<file path="src/rtl/computer_move_engine.sv">
// Tic-tac-toe computer move selector. It scans for a winning line, then for a
// line to block, then falls back to a fixed cell preference order.
module computer_move_engine #(
  parameter int PREFER_CENTER = 1
) (
  input  logic       clock,
  input  logic       reset,
  input  logic       start,
  input  logic [1:0] pos1,
  input  logic [1:0] pos2,
  input  logic [1:0] pos3,
  input  logic [1:0] pos4,
  input  logic [1:0] pos5,
  input  logic [1:0] pos6,
  input  logic [1:0] pos7,
  input  logic [1:0] pos8,
  input  logic [1:0] pos9,
  output logic [3:0] computer_position,
  output logic       pc,
  output logic       busy,
  output logic       no_move
);

  // state      | meaning
  // IDLE       | waiting for start; board snapshot taken on start
  // SCAN_WIN   | one line per cycle, looking for two computer cells + one empty
  // SCAN_BLOCK | one line per cycle, looking for two player cells + one empty
  // PICK       | no line hit; take first empty cell in preference order
  typedef enum logic [1:0] {
    IDLE       = 2'd0,
    SCAN_WIN   = 2'd1,
    SCAN_BLOCK = 2'd2,
    PICK       = 2'd3
  } state_t;

  state_t          state_q, state_d;
  logic [2:0]      line_q, line_d;
  logic [8:0][1:0] board_q, board_in;
  logic [3:0]      pos_q, pos_d;
  logic            pc_q, pc_d;
  logic            no_move_q, no_move_d;
  logic            snap;

  logic [3:0]      ia, ib, ic;
  logic [1:0]      va, vb, vc;
  logic [1:0]      owner;
  logic            line_hit;
  logic [3:0]      hit_idx;
  logic            pick_found;
  logic [3:0]      pick_idx;
  logic [3:0]      cand;

  assign board_in = {pos9, pos8, pos7, pos6, pos5, pos4, pos3, pos2, pos1};

  function automatic logic [3:0] line_cell(input logic [2:0] ln, input logic [1:0] slot);
    logic [11:0] cells;
    case (ln)
      3'd0:    cells = {4'd0, 4'd1, 4'd2};
      3'd1:    cells = {4'd3, 4'd4, 4'd5};
      3'd2:    cells = {4'd6, 4'd7, 4'd8};
      3'd3:    cells = {4'd0, 4'd3, 4'd6};
      3'd4:    cells = {4'd1, 4'd4, 4'd7};
      3'd5:    cells = {4'd2, 4'd5, 4'd8};
      3'd6:    cells = {4'd0, 4'd4, 4'd8};
      default: cells = {4'd2, 4'd4, 4'd6};
    endcase
    case (slot)
      2'd0:    line_cell = cells[11:8];
      2'd1:    line_cell = cells[7:4];
      default: line_cell = cells[3:0];
    endcase
  endfunction

  function automatic logic [3:0] pick_order(input logic [3:0] rank);
    if (PREFER_CENTER != 0) begin
      case (rank)
        4'd0:    pick_order = 4'd4;
        4'd1:    pick_order = 4'd0;
        4'd2:    pick_order = 4'd2;
        4'd3:    pick_order = 4'd6;
        4'd4:    pick_order = 4'd8;
        4'd5:    pick_order = 4'd1;
        4'd6:    pick_order = 4'd3;
        4'd7:    pick_order = 4'd5;
        default: pick_order = 4'd7;
      endcase
    end else begin
      pick_order = rank;
    end
  endfunction

  // Line evaluation; value 11 never equals an owner code so it never counts.
  always_comb begin
    ia       = line_cell(line_q, 2'd0);
    ib       = line_cell(line_q, 2'd1);
    ic       = line_cell(line_q, 2'd2);
    va       = board_q[ia];
    vb       = board_q[ib];
    vc       = board_q[ic];
    owner    = (state_q == SCAN_BLOCK) ? 2'b01 : 2'b10;
    line_hit = 1'b0;
    hit_idx  = ia;
    if (va == owner && vb == owner && vc == 2'b00) begin
      line_hit = 1'b1;
      hit_idx  = ic;
    end else if (va == owner && vb == 2'b00 && vc == owner) begin
      line_hit = 1'b1;
      hit_idx  = ib;
    end else if (va == 2'b00 && vb == owner && vc == owner) begin
      line_hit = 1'b1;
      hit_idx  = ia;
    end
  end

  // Walk the preference order backwards so the earliest empty cell wins.
  always_comb begin
    pick_found = 1'b0;
    pick_idx   = 4'd0;
    cand       = 4'd0;
    for (int i = 8; i >= 0; i--) begin
      cand = pick_order(4'(i));
      if (board_q[cand] == 2'b00) begin
        pick_found = 1'b1;
        pick_idx   = cand;
      end
    end
  end

  always_comb begin
    state_d   = state_q;
    line_d    = line_q;
    pos_d     = pos_q;
    pc_d      = 1'b0;
    no_move_d = 1'b0;
    snap      = 1'b0;
    case (state_q)
      IDLE: begin
        if (start) begin
          snap    = 1'b1;
          line_d  = 3'd0;
          state_d = SCAN_WIN;
        end
      end
      SCAN_WIN: begin
        if (line_hit) begin
          pos_d   = hit_idx;
          pc_d    = 1'b1;
          state_d = IDLE;
        end else if (line_q == 3'd7) begin
          line_d  = 3'd0;
          state_d = SCAN_BLOCK;
        end else begin
          line_d  = line_q + 3'd1;
        end
      end
      SCAN_BLOCK: begin
        if (line_hit) begin
          pos_d   = hit_idx;
          pc_d    = 1'b1;
          state_d = IDLE;
        end else if (line_q == 3'd7) begin
          line_d  = 3'd0;
          state_d = PICK;
        end else begin
          line_d  = line_q + 3'd1;
        end
      end
      PICK: begin
        if (pick_found) begin
          pos_d = pick_idx;
          pc_d  = 1'b1;
        end else begin
          no_move_d = 1'b1;
        end
        state_d = IDLE;
      end
      default: state_d = IDLE;
    endcase
  end

  always_ff @(posedge clock) begin
    if (reset) begin
      state_q   <= IDLE;
      line_q    <= 3'd0;
      board_q   <= '0;
      pos_q     <= 4'd0;
      pc_q      <= 1'b0;
      no_move_q <= 1'b0;
    end else begin
      state_q   <= state_d;
      line_q    <= line_d;
      pos_q     <= pos_d;
      pc_q      <= pc_d;
      no_move_q <= no_move_d;
      if (snap) board_q <= board_in;
    end
  end

  assign computer_position = pos_q;
  assign pc                = pc_q;
  assign no_move           = no_move_q;
  assign busy              = (state_q != IDLE);

endmodule

</file>
<file path="config.mk">
export PLATFORM = sky130hd
export DESIGN_NAME = computer_move_engine
export DESIGN_NICKNAME = d
export VERILOG_FILES = /design/src/rtl/computer_move_engine.sv
export SDC_FILE = /design/constraint.sdc
export NUM_CORES = 1
export LEC_CHECK = 0
export ABC_AREA = 1
export BUFFER_PORTS_ARGS = -buffer_cell sky130_fd_sc_hd__buf_2
export CAP_MARGIN = 10
export CORE_UTILIZATION = 45
export CTS_CLUSTER_SIZE = 25
export DETAILED_ROUTE_END_ITERATION = 10
export GPL_TIMING_DRIVEN = 0
export HOLD_SLACK_MARGIN = 0.15
export PLACE_DENSITY = 0.64
export SYNTH_ARGS = -nofsm -noshare
export SYNTH_HDL_FRONTEND = slang
export SYNTH_SLANG_ARGS = --single-unit
</file>
<file path="constraint.sdc">
create_clock -name clock -period 3.4 [get_ports clock]
set_input_delay 0.34 -clock clock [delete_from_list [all_inputs] [get_ports clock]]
set_output_delay 0.34 -clock clock [all_outputs]
set_load 0.02 [all_outputs]
</file>
# == Yosys cells after proc, flatten, opt, wreduce, memory -nomap -nowiden ==
# Cells that the tools add are included.
# word_totals
register_bits,29
latchBits,0
ram_bits,0
romBits,0
inputBits,21
out_inout_bits,7
word_cells,116
mem_count,0
# op_classes
addsub,1
n_mul,0
div,0
order_cmp,3
n_eq_ne,19
shifts,0
n_mux,50
bitwise,1
reduce_logical,28
# op_table
op,count
$pmux 11 s7,1
$mux 4,12
$logic_not 2->1,13
$bmux 2 s4,3
$mux 2,9
$mux 1,17
$lt 4x5->1 const B,3
$eq 3x3->1 const B,4
$mux 3,4
$reduce_and 3->1,3
$pmux 2 s4,1
$pmux 4 s2,1
$eq 2x2->1,3
$eq 3x2->1 const B,2
$logic_and 1x1->1,6
$ne 2x2->1 const B,3
$pmux 3 s2,1
$reduce_bool 2->1,3
$eq 2x2->1 const B,2
$reduce_or 2->1,2
$add 3x1->3 const B,1
$eq 3x1->1 const B,1
$logic_not 3->1,1
$ne 3x2->1 const B,1
other kinds (5),5

# == Longest topological paths before layout ==
# Gate-level depths: netlist (run 1).
# depth
word_depth,12
depth_mapped,23

# == Least setup slack after synthesis (run 1) ==
# No wires, ideal clock.
# synth_path
path_kind,register -> register
startpoint,register line_q[0]
endpoint,register line_q[0]
arrival_time_ps,2341
path_slack_ps,944
stages_incl_launch_ff,20
path_cell_list,dfxtp_1 ha_1 ha_1 a21oi_2 nand3_2 buf_4 nand3_1 nand3_1 nand3_1 nand2_1 nand2_1 nand2_1 nor2_2 nand3_1 nand3_2 nand2_1 nand2_1 nand2_1 nand2_1 nor2_1
# synth_via
elab_chain_len,12
word_cells_on_any_way,36
classes_between,add/sub: 1; eq/ne: 11; mux: 13; reduce/logical: 11
# synth_rtl
item,line,text
"start, declared",37,"logic [2:0] line_q, line_d;"
"start signal, assigned",191,line_q <= line_d;
$eq 3x3->1 (tied with other cells),57,case (ln)
$pmux 11 s7,57,
"$bmux 2 s4, on equally long branches","98, 97",
"$mux 2, on equally long branches","98, 97",
$eq 2x2->1 or $logic_not 2->1 (tied branches),"103, 109",
$logic_and 1x1->1 (2 in series),109,end else if (va == 2'b00 && vb == owner && vc == owner) begin
$mux 1,109,
$mux 1,106,end else if (va == owner && vb == 2'b00 && vc == owner) begin
$mux 1,103,if (va == owner && vb == owner && vc == 2'b00) begin
$ne 2x2->1 (no source line),-,
$reduce_and 3->1 (no source line),-,
# Several ways; a longest one is shown, not always the timed one. The select of a mux whose other input is x is not followed.
# A chain may end at the register's enable or synchronous reset.

# == Worst setup path in the final report (run 1) ==
# layout_path
startpoint,register line_q[0]
endpoint,"register pos_q[1], in the netlist computer_position[1]"
# layout_via
elab_chain_len,12
word_cells_on_any_way,35
classes_between,eq/ne: 10; mux: 14; reduce/logical: 11
# layout_rtl
item,line,text
$eq 3x3->1 (tied with other cells),57,
$pmux 11 s7 *,57,
"$bmux 2 s4, on equally long branches","98, 97",
"$mux 2, on equally long branches","98, 97",
$eq 2x2->1 or $logic_not 2->1 (tied branches),"103, 109",
$logic_and 1x1->1 (2 in series),109,
$mux 1,109,
$mux 1,106,
$mux 1,103,
$ne 2x1->1 (no source line),-,
$reduce_and 3->1 (no source line),-,
"end signal, assigned",192,pos_q <= pos_d;
"end, declared",39,"logic [3:0] pos_q, pos_d;"
# Every way passes the cells marked *; elsewhere a longest branch is shown, timed or not. The select of a mux whose other input is x is not followed.

==> results.md, run 1 <==
* FF-to-FF path depth at 19
* Clk_lat worst skew at 0.29 ns
* Number of filler cells placed in the layout at 497
* Register area at 581 um2
* Worst reg2reg path endpoint: computer_position[1]
* Flop pwr share at 0.202
* Height of the die at 71.1 um
* Postcts setup bufs at 0
* Initial Util at 0.481
* Synthesized Nets at 394
* Post-Syn Instances at 362
* CP endpoint: computer_position[1]
* Max VDD drop at 0.439 mV
* Worst slew margin at 0.703
* Setup Skew at 0.00541 ns
* CTS tree: done
* Endpoints failing setup at 0
* CP Capture Type: flip-flop
* Least-Margin Pin Slew at 0.444 ns
* Area Growth Syn to Fin at 14.7%
* # port buffers at 27
* Vias per inst at 5.18
* Critical Path Source: line_q[0]
* Crit path top cell by count: nor2_1
* Total congestion overflow at 0
* Reg clk slew, reported paths at 0.07 ns
* Power per cell area at 1040 nW/um2
* Clk sinks at 29
* Die area at 5060 um2
* Vias at 2324
* Residual DRC at 0
* CP Class: flip-flop to flip-flop
* CTS max path bufs at 2
* WP data required at 3.59 ns
* Leak at 0.00125 uW
* Fin worst setup slack at 0.519 ns
* Setup Slack @ Placement at 0.551 ns
* Initial antenna violation count at 0
* Most frequent cells in the layout: nand2_1 (90), nor2_1 (58), nand3_1 (47)
* Global-route wire length before repair at 9690 um
* Hold Crit Class: input port to flip-flop
* Final Cycle Share at 0.847
* Post-layout net count at 428
* Post-Route WL at 5590 um
* Vias in the first global route at 2112
* CP max FO at 7
* CP Cell Sequence: inv_1, ha_1, inv_1, nor2_1, nor2_1, inv_1, nand3_1, nand3_1, nand2_1, nand2_1, nand2_1, nor2_2, nand3_1, nand2_2, nor2_2, nand2_2, nand3_2, nor2_1, nor2_1
* Num ports at 28
* Register area share after synthesis at 0.270
* Crit path DAT at 3.07 ns
* CP bufs+invs at 3
* Slew Limit Fails at 0
* GP Congestion at 0.910
* # hold bufs at CTS at 0
* Iteration count of the initial detailed-routing pass at 5
* Worst Setup Start Kind: flip-flop
* Iter 0 DRT Violations at 197
* Ant. Diodes at 0
* Syn avg cell area at 5.94 um2
* Site row count at 24
* Crit. path cell count at 19
* Pint at 1200 uW
* Combinational share of power at 0.655
* Distinct cells, synth at 28
* Worst path slowest cell: nor2_1
* Final HPWL DP at 4590 um
* Final cell utilization of the core at 0.551
* Hold Violations, Final at 0
* Final Critical Period at 2.88 ns
* Antenna viol nets, final at 0
* Root Driver: clkbuf_8
* Setup tns final at 0 ns
* Reg2reg setup slack at 0.52 ns
* Post-synthesis register bit count at 29
* Width of the die at 71.1 um
* Resized Gates After CTS at 0
* Total power at 2560 uW
* Highest Clock Rate at 347 MHz
* Clk network pwr share at 0.143
* Reg-to-Reg Start: line_q[0]
* CTS Buf Count at 5
* Largest net degree at the start of global routing at 12
* Multi-input logic area at 1370 um2
* Unrepaired setup endpoints after global routing: no
* Most common cell after layout, fill and taps aside: nand2_1
* Status: finished, final reports clean
* Maximum level of the CTS H-tree at 2
* Wire per inst at 12.4 um
* Core ar. at 4470 um2
* Net switching power at 1350 uW
* Sw Ratio at 0.529
* Max_cap viols at 0
* Yosys Warn Count at 0
* Worst hold slack at 0.255 ns
* Mapped cell area at 2150 um2
* Layout cell share with drive strength beyond 1 at 0.154
* GRT Util Overall at 0.247
* Family with the most delay on the worst path: simple AND/OR/NAND/NOR gates
* Critical path's largest stage delay at 0.35 ns
## flip-flops by register name, summed over array words and instances, names as in the netlist
name,flops
computer_position,4
state_q,2
pc,1
no_move,1
board_q,18
line_q,3
## Yosys cell counts (all sizes together)
master | number | area [um2]
inv | 43 | 161
o211ai | 1 | 7.51
nor2 | 63 | 249
nand3 | 50 | 265
nand2 | 99 | 394
nor3 | 3 | 15.0
clkbuf | 3 | 11.3
buf | 3 | 23.8
o21ai | 31 | 155
a211oi | 1 | 7.51
dfxtp | 29 | 581
a21oi | 14 | 73.8
nand3b | 1 | 7.51
ha | 11 | 138
nor4 | 1 | 6.26
o31ai | 1 | 7.51
or2 | 1 | 6.26
nand4 | 5 | 31.3
a31oi | 1 | 6.26
clkinv | 1 | 3.75
## power groups by stage
stage | Clock (uW) | Sequential, uW | Combinational [uW]
after global placement | 0 | 520 | 1650
final | 364 | 516 | 1670
after detailed placement | 0 | 522 | 1660
after CTS | 372 | 514 | 1670
after floorplan | 0 | 518 | 1300
after global routing | 382 | 528 | 1930
## routing by layer
| layer | global-route usage | share of wire | up-vias |
|---|---|---|---|
| met5 | 0 | 0 | - |
| li1 | - | - | 1235 |
| met2 | 0.385 | 0.42 | 74 |
| met3 | 0.0342 | 0.049 | 11 |
| met4 | 0.0978 | 0.024 | 0 |
| met1 | 0.344 | 0.50 | 1004 |
## final cells by class
type	instances	share of cell area
buffer	6	0.0142
clock buffer	5	0.0279
clock inverter	3	0.0188
inverter	44	0.0670
multi-input combinational	283	0.556
sequential	29	0.235
tap	52	0.0264
timing repair buffer	27	0.0548
## logic make-up (layout without fill, tap and decap cells)
group | count (synthesis) | count (layout) | synth area share
AOI/OAI and AO/OA | 49 | 49 | 0.120
adders and majority gates | 11 | 11 | 0.0640
buffers and inverters | 50 | 85 | 0.0931
DFF | 29 | 29 | 0.270
and+or+nand+nor | 223 | 223 | 0.453
## stage by stage
step           instances  instance area [um2]
4_1_cts              449                 2470
3_3_place_gp         441                 2350
3_5_place_dp         441                 2350
5_1_grt              449                 2470
2_1_floorplan        362                 2150
6_report             449                 2470
## how the worst min path moves through the flow
stage,from,to,cells after the start
after floorplan,reset,state_q[1],1
after CTS,reset,state_q[1],2
after detailed placement,board_q[6],board_q[6],2
after global placement,board_q[6],board_q[6],2
after global routing,reset,no_move,2
final,reset,state_q[1],2
Note: power is estimated with default switching activity, not from simulation.
==> inputs of run 2 (changes only) <==
clock period = 3 ns   (was 3.4 ns; I/O delays follow)
==> run 2 against run 1 <==
Net effect:
- sequential power grew 14%
- first-iteration DRC count fell by 10%
- clock-buffer cell count stayed put
- register-to-register slack lost 0.22 ns
- final cell count stayed put
- non-clock buffer count is the same
- critical endpoint is now computer_position[2]
- largest cell class unchanged
- highest routed layer unchanged
==> results.md, run 2 (same netlist as run 1, synthesis figures left out) <==
* Status: finished, final reports clean
* Most frequent cells in the layout: nand2_1 (87), nor2_1 (54), nand3_1 (45)
* Hold Path Stages at 2
* Post-layout net count at 428
* Power per cell area at 1200 nW/um2
* GP Congestion at 0.910
* Met1 usage in global routing at 0.344
* Final cell utilization of the core at 0.564
* Total power at 3020 uW
* Worst hold slack at 0.214 ns
* Crit path DAT at 2.89 ns
* Critical path's largest stage delay at 0.33 ns
* Ant. Diodes at 0
* CP max FO at 10
* Number of filler cells placed in the layout at 496
* Root Driver: clkbuf_8
* Worst path slowest cell: dfxtp_1
* Total congestion overflow at 0
* Clk network pwr share at 0.137
* Combinational share of power at 0.669
* Net switching power at 1610 uW
* Width of the die at 71.1 um
* WP data required at 3.19 ns
* Least-Margin Pin Slew at 0.420 ns
* CP Cell Sequence: inv_1, ha_2, nand2_2, nand2_2, buf_6, nand2_1, o21ai_1, a21oi_1, nand2_1, nand2_1, nand2_1, nand2_1, nor2_2, nand2_2, nand2_1, nand2_1, nand2_1, nand3_1, nand2_1, nand3_1, nand2_1, nor2_1
* CP Class: flip-flop to flip-flop
* Wire per inst at 12.5 um
* Met2 usage at 0.385
* Largest net degree at the start of global routing at 12
* Layout cell share with drive strength beyond 1 at 0.184
* Most common cell after layout, fill and taps aside: nand2_1
* Pint at 1410 uW
* Iter 0 DRT Violations at 177
* Worst Setup Start Kind: flip-flop
* CP Capture Type: flip-flop
* Clk_lat worst skew at 0.29 ns
* Flop pwr share at 0.195
* Core ar. at 4470 um2
* GR peak layer: met2
* Hold Violations, Final at 0
* Area Growth Syn to Fin at 17.4%
* Vias per inst at 5.09
* Initial Util at 0.481
* Register with the most flip-flops: board_q
* Final Cycle Share at 0.899
* Final HPWL DP at 4590 um
* # port buffers at 27
* Hold Crit Class: input port to flip-flop
* FF-to-FF path depth at 22
* Global-route wire length before repair at 9690 um
* Vias in the first global route at 2112
* Sw Ratio at 0.533
* Height of the die at 71.1 um
* Site row count at 24
* Die area at 5060 um2
* Iteration count of the initial detailed-routing pass at 4
* Unrepaired setup endpoints after global routing: no
* Crit path top cell by count: nand2_1
* Residual DRC at 0
* Slew Limit Fails at 0
* Post-Layout Cell Count at 449
* # hold bufs at CTS at 0
* Max FFs per register at 18
* Met3 Use GR at 0.0342
* Leak at 0.00125 uW
* Vias at 2286
* Clk sinks at 29
* Antenna viol nets, final at 0
* Maximum level of the CTS H-tree at 2
* Final Critical Period at 2.70 ns
* GRT Util Overall at 0.247
* Worst slew margin at 0.720
* Max VDD drop at 0.516 mV
* CTS tree: done
* Setup tns final at 0 ns
* Num ports at 28
* Post-Route WL at 5600 um
* Highest Clock Rate at 371 MHz
* Dpl cells at 441
* Setup Skew at 0.00566 ns
* CTS max path bufs at 2
* Max_cap viols at 0
* Initial antenna violation count at 0
* Reg clk slew, reported paths at 0.07 ns
* Endpoints failing setup at 0
* CTS Buf Count at 5
run 2: cell counts in the layout (fill, tap and decap cells not counted):
No cell type changed its count.
run 2: worst paths after layout:
kind,start,endpoint,slack [ns]
setup reg to reg,line_q[0],computer_position[2],0.30
hold / removal,reset,state_q[1],0.21
setup / recovery,line_q[0],computer_position[2],0.30
hold reg to reg,board_q[6],board_q[6],0.49
run 2: worst max-delay path: cells and delay by family, from the launching register on:
kind / cells / cell delay, ns
AND/OR/NAND/NOR: 17 / 1.43
flip-flops: 1 / 0.33
buffers and inverters: 2 / 0.30
adder cells (fa/ha/maj): 1 / 0.27
AO/OA/AOI/OAI: 2 / 0.25
run 2: repair_timing:
item                       4_1_cts  5_1_grt
buffers inserted                 0        0
resized for setup                0       17
setup endpoints to repair        0       10
run 2: layer usage:
layer / share of wire / vias up
li1: - / 1233
met1: 0.51 / 1002
met2: 0.43 / 43
met3: 0.037 / 8
met4: 0.021 / 0
met5: 0 / -
run 2: power groups by stage:
stage / registers (uW) / clock network, uW / logic, uW
2_1_floorplan: 587 / 0 / 1480
3_3_place_gp: 589 / 0 / 1870
3_5_place_dp: 591 / 0 / 1890
4_1_cts: 583 / 422 / 1890
5_1_grt: 601 / 433 / 2300
6_report: 588 / 413 / 2020
run 2: layout make-up:
type / instances / area [um2] / share of cell area
Multi-Input combinational cell: 283 / 1430 / 0.565
Sequential cell: 29 / 582 / 0.230
Inverter: 44 / 165 / 0.0654
Timing Repair Buffer: 27 / 135 / 0.0535
Clock buffer: 5 / 68.8 / 0.0273
Tap cell: 52 / 65.1 / 0.0258
Clock inverter: 3 / 46.3 / 0.0183
Buffer: 6 / 35.0 / 0.0139
run 2: stage by stage:
stage | setup slack [ns] | instance area, um2
after global placement | 0.118 | 2350
final | 0.303 | 2520
after CTS | 0.140 | 2470
after floorplan | 0.544 | 2150
after detailed placement | 0.151 | 2350
after global routing | 0.0352 | 2520
==> inputs of run 3 (changes only) <==
ABC_AREA = default   (was 1)
==> run 3 against run 2 <==
Net effect:
- die area shrank 1.4%
- area after synthesis fell by 1.5%
- clock-buffer cell count grew 1
- critical endpoint is now computer_position[1]
- non-clock buffer count up 23
- largest power group unchanged
- final cell count down 16%
- sequential share of layout area decreased by 2.5 points
- the run now ends with DRC, setup timing left
- via count decreased by 2.5%
==> results.md, run 3 <==
* Status: finished, violations left
* Failing checks: DRC, setup timing
* Ranking of synthesized cells by area: dfxtp_1 (27%), nand2_1 (8.7%), a21oi_1 (6.6%), ha_1 (6.5%), mux2i_1 (5.2%)
* Total power at 1420 uW
* Hold_sp: pos3[0]
* Yosys Warn Count at 0
* Iteration count of the initial detailed-routing pass at 7
* Post-synth top cells: nand2_1 (49), dfxtp_1 (29), a21oi_1 (28)
* CP Cell Sequence: ha_4, ha_4, or4_4, nand3_4, buf_12, mux2i_4, a21oi_2, mux2i_4, nor3_4, buf_6, o21ai_4, buf_6, o32ai_2, a311o_1, a311oi_1
* Unrepaired setup endpoints after global routing: yes
* Worst reg2reg path endpoint: computer_position[1]
* Setup Slack @ Placement at -0.540 ns
* Hold Path Sink: board_q[4]
* Area Growth Syn to Fin at 35.9%
* FF-to-FF path depth at 15
* Ant. Diodes at 0
* Post-synthesis register bit count at 29
* Residual DRC at 2
* Reg2reg setup slack at -0.30 ns
* CP bufs+invs at 3
* Highest Clock Rate at 303 MHz
* Post-Syn Instances at 272
* Crit path DAT at 3.49 ns
* Family with the most delay on the worst path: compound AO/OA/AOI/OAI gates
* Slew Limit Fails at 0
* GP Congestion at 0.877
* Hold Path Stages at 3
* CP max FO at 6
* Reg-to-Reg Start: line_q[1]
* # hold bufs at CTS at 0
* Num ports at 28
* Distinct cells, synth at 60
* Post-synthesis xor/xnor area fraction at 0
* Core ar. at 4440 um2
* Async S/R FF share, synth at 0
* Power per cell area at 494 nW/um2
* Worst Setup Start Kind: flip-flop
* Placed cell area at 2400 um2
* Synth top area share at 0.274
* Syn avg cell area at 7.79 um2
* Layout cell share with drive strength beyond 1 at 0.349
* Largest family of logic cells by synthesized area: compound AO/OA/AOI/OAI gates
* Count leader, synth: nand2_1
* Post-route cell area at 2880 um2
* Mapped cell area at 2120 um2
* Die area at 4990 um2
* Post-synthesis mux area share at 0.0850
* Register with the most flip-flops: board_q
* Max VDD drop at 0.357 mV
* Total congestion overflow at 0
* Iter 0 DRT Violations at 156
* GRT Util Overall at 0.257
* CTS max path bufs at 2
* Leak at 0.00112 uW
* Setup tns final at -2.03 ns
* CTS tree: done
* Worst slew margin at 0.554
* Setup Skew at 0.00580 ns
* Top FF cell, synth: dfxtp_1
* EDFF count, synth at 0
* Most frequent cells in the layout: nand2_1 (49), buf_2 (27), dfxtp_1 (26)
* CTS Buf Count at 5
* Root Driver: clkbuf_8
* Top cell type by total area after synthesis: dfxtp_1
* Register area share after synthesis at 0.274
* Least-Margin Pin Slew at 0.666 ns
* Worst path slowest cell: or4_4
* Reg clk slew, reported paths at 0.07 ns
* Global-route wire length before repair at 9990 um
* Hold Crit Class: input port to flip-flop
* Width of the die at 70.6 um
* Vias at 2229
* Adder-Cell Fraction of Synth Area at 0.0649
* Maximum level of the CTS H-tree at 2
* Initial antenna violation count at 0
* Most common cell after layout, fill and taps aside: nand2_1
* Max FFs per register at 18
* Clk sinks at 29
* Site row count at 24
* Post-layout net count at 355
* CP Class: flip-flop to flip-flop
* Fin worst setup slack at -0.296 ns
* Vias per inst at 5.93
* Wire per inst at 16.3 um
* Vias in the first global route at 2063
* Clk_lat worst skew at 0.29 ns
* # port buffers at 27
* Synthesized Nets at 304
* Largest net degree at the start of global routing at 11
* Initial Util at 0.477
* Hold Violations, Final at 0
* Antenna viol nets, final at 0
* Endpoints failing setup at 10
* Max_cap viols at 0
* Post-Route WL at 6120 um
* Final cell utilization of the core at 0.648
* WP data required at 3.19 ns
* Height of the die at 70.6 um
* Final Cycle Share at 1.10
* Final Critical Period at 3.30 ns
* CP Capture Type: flip-flop
* Simple-gate share of the synthesized area at 0.257
* Critical path's largest stage delay at 0.52 ns
* Final HPWL DP at 4100 um
* Compound-Gate Fraction of Synth Area at 0.266
## run 3: what timing repair did
| item | CTS | global route |
|---|---|---|
| pin swaps | 29 | 11 |
| resized for setup | 31 | 17 |
| cloned | 0 | 0 |
| endpoints found under the hold margin | 0 | 0 |
| buffers inserted | 21 | 1 |
| setup endpoints to repair | 10 | 10 |
## run 3: through the flow
stage | hold slack (ns) | std cells
4_1_cts | 0.243 | 376
3_5_place_dp | 0.479 | 351
6_report | 0.243 | 376
3_3_place_gp | 0.476 | 351
2_1_floorplan | 0.436 | 272
5_1_grt | 0.243 | 376
## run 3: how the worst max path moves through the flow
stage | cells past startpoint | start | endpoint | slack [ns]
after floorplan | 15 | line_q[2] | state_q[0] | -0.20
after global placement | 14 | line_q[2] | computer_position[1] | -0.55
after detailed placement | 14 | line_q[2] | computer_position[1] | -0.54
after CTS | 16 | line_q[1] | computer_position[1] | -0.25
after global routing | 15 | line_q[1] | computer_position[1] | -0.42
final | 15 | line_q[1] | computer_position[1] | -0.30
## run 3: power by group
part | leakage, uW | internal, uW | switching, uW
sequential | 0.000239 | 414 | 43.3
clock | 0.0000617 | 270 | 165
combinational | 0.000815 | 245 | 286
total | 0.00112 | 930 | 494
## run 3: final cells by class
cell class                      instances  area [um2]
Buffer                                  8        45.0
Tap cell                               52        65.1
Clock buffer                            6        82.6
Multi-Input combinational cell        219        1680
Inverter                               12        47.5
Sequential cell                        29         592
Clock inverter                          2        36.3
Fill cell                             383        1560
Timing Repair Buffer                   48         328
## run 3: cells by family after synthesis
kind of cell | after synthesis
buffers and inverters | 24
multiplexers | 15
adder cells (fa/ha/maj) | 11
AO/OA/AOI/OAI | 80
flip-flops | 29
AND/OR/NAND/NOR | 113
## run 3: per-layer routing
metal,share of wire,track usage
met5,0,0
met4,0.022,0.111
met3,0.049,0.0499
met2,0.46,0.403
met1,0.47,0.346
## run 3: worst register-to-register path: stages, from the launching register on
cell	delay [ns]
dfxtp_4	0.37
ha_4	0.17
ha_4	0.17
or4_4	0.52
nand3_4	0.12
buf_12	0.13
mux2i_4	0.22
a21oi_2	0.09
mux2i_4	0.27
nor3_4	0.09
buf_6	0.13
o21ai_4	0.21
buf_6	0.13
o32ai_2	0.06
a311o_1	0.29
a311oi_1	0.24
